### config.mk
export PLATFORM = sky130hd
export DESIGN_NAME = led_rr_arbiter
export DESIGN_NICKNAME = d
export VERILOG_FILES = /design/src/rtl/led_rr_arbiter.sv
export SDC_FILE = /design/constraint.sdc
export NUM_CORES = 1
export LEC_CHECK = 0
export BUFFER_PORTS_ARGS = -buffer_cell sky130_fd_sc_hd__buf_2
export CAP_MARGIN = 0
export CORE_ASPECT_RATIO = 1.2
export CORE_MARGIN = 4
export CORE_UTILIZATION = 40
export CTS_BUF_LIST = sky130_fd_sc_hd__clkbuf_4 sky130_fd_sc_hd__clkbuf_8
export DETAILED_ROUTE_END_ITERATION = 8
export GPL_ROUTABILITY_DRIVEN = 0
export PLACE_DENSITY = 0.64
export SLEW_MARGIN = 15
export SYNTH_ARGS = -nofsm -noshare
export SYNTH_HDL_FRONTEND = slang
export SYNTH_SLANG_ARGS = --single-unit
### constraint.sdc
create_clock -name clk -period 4.3 [get_ports clk]
set_input_delay 0.86 -clock clk [delete_from_list [all_inputs] [get_ports clk]]
set_output_delay 0.86 -clock clk [all_outputs]
set_load 0.01 [all_outputs]
### src/rtl/led_rr_arbiter.sv
// Round-robin arbiter for the shared one-hot LED / 2-to-4 decoder resource.
// Grants last between MIN_HOLD and MAX_HOLD cycles and are separated by one dead cycle.
module led_rr_arbiter #(
    parameter int MIN_HOLD = 4,
    parameter int MAX_HOLD = 64,
    parameter int CNT_W    = 8
) (
    input  logic       clk,
    input  logic       rst,
    input  logic       en,
    input  logic [3:0] req,
    output logic [3:0] gnt,
    output logic [1:0] gnt_idx,
    output logic       gnt_valid,
    output logic       timeout
);

    typedef enum logic [1:0] {
        IDLE,
        GRANT,
        GAP
    } state_t;

    localparam logic [CNT_W-1:0] MIN_CNT = CNT_W'(MIN_HOLD - 1);
    localparam logic [CNT_W-1:0] MAX_CNT = CNT_W'(MAX_HOLD - 1);

    state_t           state;
    logic [CNT_W-1:0] hold_cnt;
    logic [1:0]       last_ptr;

    logic [1:0] winner;
    logic [1:0] cand;
    logic       winner_found;
    logic       owner_req;
    logic       min_reached;
    logic       max_reached;
    logic       release_now;

    // Search starts just after the last owner; k=4 wraps back onto it, so it is ranked last.
    always_comb begin
        winner       = 2'd0;
        cand         = 2'd0;
        winner_found = 1'b0;
        for (int k = 1; k <= 4; k++) begin
            cand = last_ptr + 2'(k);
            if (!winner_found && req[cand]) begin
                winner       = cand;
                winner_found = 1'b1;
            end
        end
    end

    assign owner_req   = req[gnt_idx];
    assign min_reached = (hold_cnt >= MIN_CNT);
    assign max_reached = (hold_cnt == MAX_CNT);
    assign release_now = (!owner_req && min_reached) || max_reached;

    always_ff @(posedge clk) begin
        if (rst) begin
            state     <= IDLE;
            gnt       <= 4'b0000;
            gnt_idx   <= 2'd0;
            gnt_valid <= 1'b0;
            timeout   <= 1'b0;
            hold_cnt  <= '0;
            last_ptr  <= 2'd3;
        end else begin
            timeout <= 1'b0;
            case (state)
                IDLE, GAP: begin
                    if (en && winner_found) begin
                        gnt       <= 4'b0001 << winner;
                        gnt_idx   <= winner;
                        gnt_valid <= 1'b1;
                        hold_cnt  <= '0;
                        last_ptr  <= winner;
                        state     <= GRANT;
                    end else begin
                        state <= IDLE;
                    end
                end
                GRANT: begin
                    // gnt_idx is left alone on release so the decoder select stays stable.
                    if (release_now) begin
                        gnt       <= 4'b0000;
                        gnt_valid <= 1'b0;
                        timeout   <= max_reached && owner_req;
                        state     <= GAP;
                    end else if (!max_reached) begin
                        hold_cnt <= hold_cnt + CNT_W'(1);
                    end
                end
                default: state <= IDLE;
            endcase
        end
    end

endmodule

## Yosys cells after proc, flatten, opt, wreduce, memory -nomap -nowiden

Cells that the tools add are included.

- Register bits: 20
- Bits of input ports: 7
- Output and inout port bits: 8
- Word-level logic and storage cells: 76

- Mux-type cells: 31
- Magnitude comparators: 6
- Bitwise logic cells: 2
- $add $sub $neg: 4
- Shift-type cells: 1
- Eq/ne operators: 7
- Reduce and logical (&&, ||, !) cells: 18

Operators by type and width:

| kind | count |
|---|---|
| $mux W8 | 3 |
| $pmux W8 S2 | 1 |
| $lt A2 B3 Y1 const B | 5 |
| $mux W1 | 12 |
| $bmux W1 S2 | 5 |
| $mux W2 | 5 |
| $add A8 B1 Y8 const B | 1 |
| $eq A8 B6 Y1 const B | 1 |
| $ge A8 B2 Y1 const B | 1 |
| $mux W4 | 2 |
| $ne A2 B2 Y1 const B | 4 |
| $pmux W4 S2 | 1 |
| $logic_and A1 B1 Y1 | 6 |
| $add A2 B2 Y2 const B | 2 |
| $logic_not A1 Y1 | 4 |
| $pmux W2 S2 | 1 |
| $reduce_and A4 Y1 | 1 |
| $shl A1 B2 Y4 const A | 1 |
| $reduce_and A3 Y1 | 1 |
| $reduce_or A3 Y1 | 1 |
| $add A2 B1 Y2 const B | 1 |
| $eq A2 B1 Y1 const B | 1 |
| $eq A2 B2 Y1 const B | 1 |
| $logic_not A2 Y1 | 1 |
| 6 further kinds | 7 |

## Longest topological paths before layout

- Depth after elaboration: 16
- Depth in mapped cells: 6
- Depth with buffers taken out: 5

## Least setup slack after synthesis

Ideal clock, no wire load.

- Path kind: input-to-reg
- Start point: in req[3]
- End point: reg hold_cnt[2]
- Setup time: 0.127 ns
- Setup slack: 2.227 ns
- Path buffers: 0
- Arrival: 1.947 ns
- Stages: 4
- Data required time: 4.173 ns
- Cell sequence: mux4_2 -> a211oi_4 -> a211oi_1 -> mux2i_1

- Word-level cells in the longest chain between the ends: 15
- Elaborated cells on any way between the ends: 27
- Classes of those cells: eq/ne: 2; mux: 14; reduce/logical: 11

RTL lines:

| element | RTL line | text |
|---|---|---|
| from (decl) | 11 | `input logic [3:0] req,` |
| $bmux W1 S2 | 46 | `if (!winner_found && req[cand]) begin` |
| $mux W1 (not written as such) | 46 |  |
| $mux W1 | 46 |  |
| $logic_not A1 Y1 | 46 |  |
| $logic_and A1 B1 Y1 | 46 |  |
| $mux W1 | 46 |  |
| $logic_not A1 Y1 | 46 |  |
| $logic_and A1 B1 Y1 | 46 |  |
| $mux W1 | 46 |  |
| $logic_not A1 Y1 | 46 |  |
| $logic_and A1 B1 Y1 | 46 |  |
| $mux W1 | 46 |  |
| $logic_and A1 B1 Y1 | 71 | `if (en && winner_found) begin` |
| $ne A2 B2 Y1 (no line) | n/a |  |
| $reduce_and A4 Y1 (no line) * | n/a |  |
| to (signal assigned) | 90 | `hold_cnt <= hold_cnt + CNT_W'(1);` |
| to (decl) | 28 | `logic [CNT_W-1:0] hold_cnt;` |

Every way passes the cells marked *; elsewhere a longest branch is shown, timed or not. The select of a mux whose other input is x is not followed.
A chain may end at the register's enable or synchronous reset.

## Final worst setup path

- Start point: in en
- End point: reg gnt[2]

- Word-level cells in the longest chain between the ends: 3

RTL lines:

| element | RTL line | text |
|---|---|---|
| from (decl) | 10 | `input logic en,` |
| $logic_and A1 B1 Y1 | 71 |  |
| $ne A2 B2 Y1 (no line) | n/a |  |
| $reduce_and A3 Y1 (no line) | n/a |  |
| to (signal assigned) | 72 | `gnt <= 4'b0001 << winner;` |
| to (decl) | 12 | `output logic [3:0] gnt,` |

Every way passes these cells.

==> metrics.txt <==
status complete, no violations; Syn Std Cell Area between 1000 and 1500 µm²; count of H-tree levels built during CTS 1; starting density of the core 0.417; slew at the pin with the worst max-slew slack between 500 and 600 ps; net count after synthesis about 140; proportion of layout cells with a drive suffix above 1 0.236; Top FF cell, synth sky130_fd_sc_hd__dfxtp_1; remaining antenna violation count after routing 0; largest incremental delay on the critical path between 600 and 700 ps; portion of the post-synthesis area used by sequential elements 0.341; maximum achievable frequency ~480 MHz; overall overflow remaining after global route 0; number of warnings reported in the yosys synthesis log 0; clock share of power 0.360; Critical Path Source en; FF-to-FF path depth 4; CTS buffer count 3; internal power around 320 µW; Final Total Pwr approximately 440 µW; Net Sw Power around 120 µW; cells resized by post-CTS repair 0; Cells after Synth about 130; portion of total power attributed to sequential cells 0.473; RSZ-0062 raised after global routing false; global-route wire length before repair between 4000 and 5000 µm; largest clock skew in the final design about 4.4 ps; Yosys top cell area share 0.341; mean post-synth cell area 9.17 µm²; Final Hold Viols 0; Placed Cells incl. Taps 170; Die W around 57 µm; min cycle time layout between 2000 and 2500 ps; clock root buffer sky130_fd_sc_hd__clkbuf_4; total iterations of the first detailed-routing run 4; vias in the first global route between 1000 and 1500; endpoint class of the critical path flop; critical path type input port to flop; largest vdd supply drop approximately 0.00028 V; source of the worst register-to-register timing path hold_cnt[0]$_SDFFE_PP0P_; Rows 21; wire length per cell about 15 µm; top fanout value on the critical path 20; final routed DRC violation total 0; number of hold-repair buffers added at the cts stage 0; fraction of power consumed by combinational cells 0.167; Final Setup Violations 0; floorplan core area 2810 µm²; maximum number of pins on one net before global-route repair 21; nets 149; DRT iter0 DRCs 22; Crit path arrival time around 2300 ps; final worst path period share 0.486; CTS sink count 20; most frequent cells in the layout sky130_fd_sc_hd__dfxtp_1 (20), sky130_fd_sc_hd__buf_2 (14), sky130_fd_sc_hd__nand2_1 (10); CP startpoint kind input port; clock edge transition at the registers on the reported setup and hold paths between 100 and 150 ps; worst slew margin relative to its limit 0.629; buffer levels on the longest clock path 2; final setup margin about 2200 ps; data required time of the critical path ~4500 ps; number of enable-type register cells in the synthesized netlist 0; vias after detailed routing ~1000; Final TNS setup 0 ps; non-filler instance count after layout 174; cell depth of the worst min-delay path 2; height of the die approximately 67 µm; Tightest Hold Check Type flop to flop; leakage roughly 0.00045 µW; clock tree from TritonCTS built; via count normalized by instance count about 5.8; max capacitance violation total 0; worst min-delay path startpoint gnt_idx[1]$_SDFFE_PP0P_; setup slack of the most critical reg-to-reg path ~2400 ps; Hold EP gnt_idx[1]$_SDFFE_PP0P_; power density cells 335 nW/µm²; fin. max-slew vios 0; number of antenna violations at the first check in global routing 0; Post-synth ARST share 0; count of state elements after synthesis 20; leading post-synthesis cells by cell area sky130_fd_sc_hd__dfxtp_1 (34%), sky130_fd_sc_hd__mux2i_1 (6.0%), sky130_fd_sc_hd__a211oi_1 (3.8%); Layout fillers about 270; cell taking the most area after synthesis sky130_fd_sc_hd__dfxtp_1; Critical Path, Cell by Cell buf_2, nor2b_1, nand2_2, or4_1, a31oi_1; number of inserted diodes 0; detailed-placement wirelength estimate about 1900 µm; pre-CTS setup slack approximately 1900 ps; terminus of the critical flop-to-flop path state[1]$_SDFFE_PP0P_; Final Routed Wirelength about 2600 µm; combined global-route utilization of all metal layers 0.145; highest-delay cell along the critical path sky130_fd_sc_hd__or4_1; die footprint 3870 µm²; signed area change from the synthesized netlist to the final layout 10.6%; most common cell after layout, fill and taps aside sky130_fd_sc_hd__dfxtp_1; # port buffers 14; Synth cell types ~40; number of post-CTS setup repair buffers 0; insertion delay to the later sink of the worst-skew pair around 300 ps; switching power share of the total 0.267; I/O pin count 15
## cells by family after synthesis
kind of cell	Yosys count	share of synthesized area
and+or+nand+nor	55	0.277
AOI/OAI and AO/OA	33	0.241
DFF	20	0.341
buffers and inverters	11	0.0512
muxes	8	0.0789
adders and majority gates	1	0.0107
## sequential cells by signal, indices dropped and copies added, names as in the netlist
| register | cells |
|---|---|
| gnt | 4 |
| gnt_idx | 2 |
| gnt_valid | 1 |
| hold_cnt | 8 |
| last_ptr | 2 |
| state | 2 |
| timeout | 1 |
## layer usage
layer	vias to the layer above	wire [µm]	global-route usage
met5	-	0	0
met4	0	19	0.0609
met3	2	71	0.0172
met2	15	1370	0.267
met1	488	1120	0.169
li1	507	-	-
## power by group through the flow
stage,clock [µW],sequential [µW],combinational [µW]
after floorplan,0,209,54.6
after global placement,0,209,71.2
after detailed placement,0,210,72.6
after CTS,161,206,73.2
after global routing,169,207,81.0
final,157,206,72.7
## Yosys cell counts (2+ instances only)
cell and count:
sky130_fd_sc_hd__o21bai_1 2, sky130_fd_sc_hd__mux2i_1 7, sky130_fd_sc_hd__buf_2 3, sky130_fd_sc_hd__nand2_1 10, sky130_fd_sc_hd__nand4_1 7, sky130_fd_sc_hd__a21oi_1 5, sky130_fd_sc_hd__nand3_1 6, sky130_fd_sc_hd__or2_2 3
sky130_fd_sc_hd__nand2b_1 7, sky130_fd_sc_hd__nor3_1 4, sky130_fd_sc_hd__buf_6 2, sky130_fd_sc_hd__o31ai_1 3, sky130_fd_sc_hd__inv_1 5, sky130_fd_sc_hd__nor2b_1 5, sky130_fd_sc_hd__dfxtp_1 20, sky130_fd_sc_hd__a211oi_1 6
sky130_fd_sc_hd__a21oi_2 2, sky130_fd_sc_hd__a21boi_0 2, sky130_fd_sc_hd__a31oi_1 3, sky130_fd_sc_hd__or4_1 2, sky130_fd_sc_hd__nor2_1 4
## area by class of cell
type	instances	area, µm²	share of cell area
flip-flops and latches	20	400	0.309
clock buffers	3	22.5	0.0174
repair buffers	14	70.1	0.0540
multi-input cells	97	713	0.550
clock inverters	1	30.0	0.0231
well taps	34	42.5	0.0328
inverters	5	18.8	0.0145
## worst max-delay path, delay by kind of cell
family / cells / cell delay [ps]
compound gates: 1 / 160
buf+inv: 1 / 80
simple gates: 3 / 1220
## worst max path at each step
stage,end,slack (ps),cells after the start
final,gnt[2]$_SDFFE_PP0P_,2210,5
after global routing,gnt[2]$_SDFFE_PP0P_,2090,5
after CTS,gnt[2]$_SDFFE_PP0P_,2210,5
after detailed placement,gnt[2]$_SDFFE_PP0P_,1890,5
after global placement,gnt[2]$_SDFFE_PP0P_,1940,5
after floorplan,hold_cnt[2]$_SDFFE_PP0P_,2230,4
## through the flow
step	hold WS (ps)	cell area, µm²	util
2_1_floorplan	464	1170	-
3_3_place_gp	472	1240	0.443
3_5_place_dp	481	1240	0.443
4_1_cts	499	1300	0.462
5_1_grt	527	1300	0.462
6_report	489	1300	0.462
Note: power is estimated with default switching activity, not from simulation.
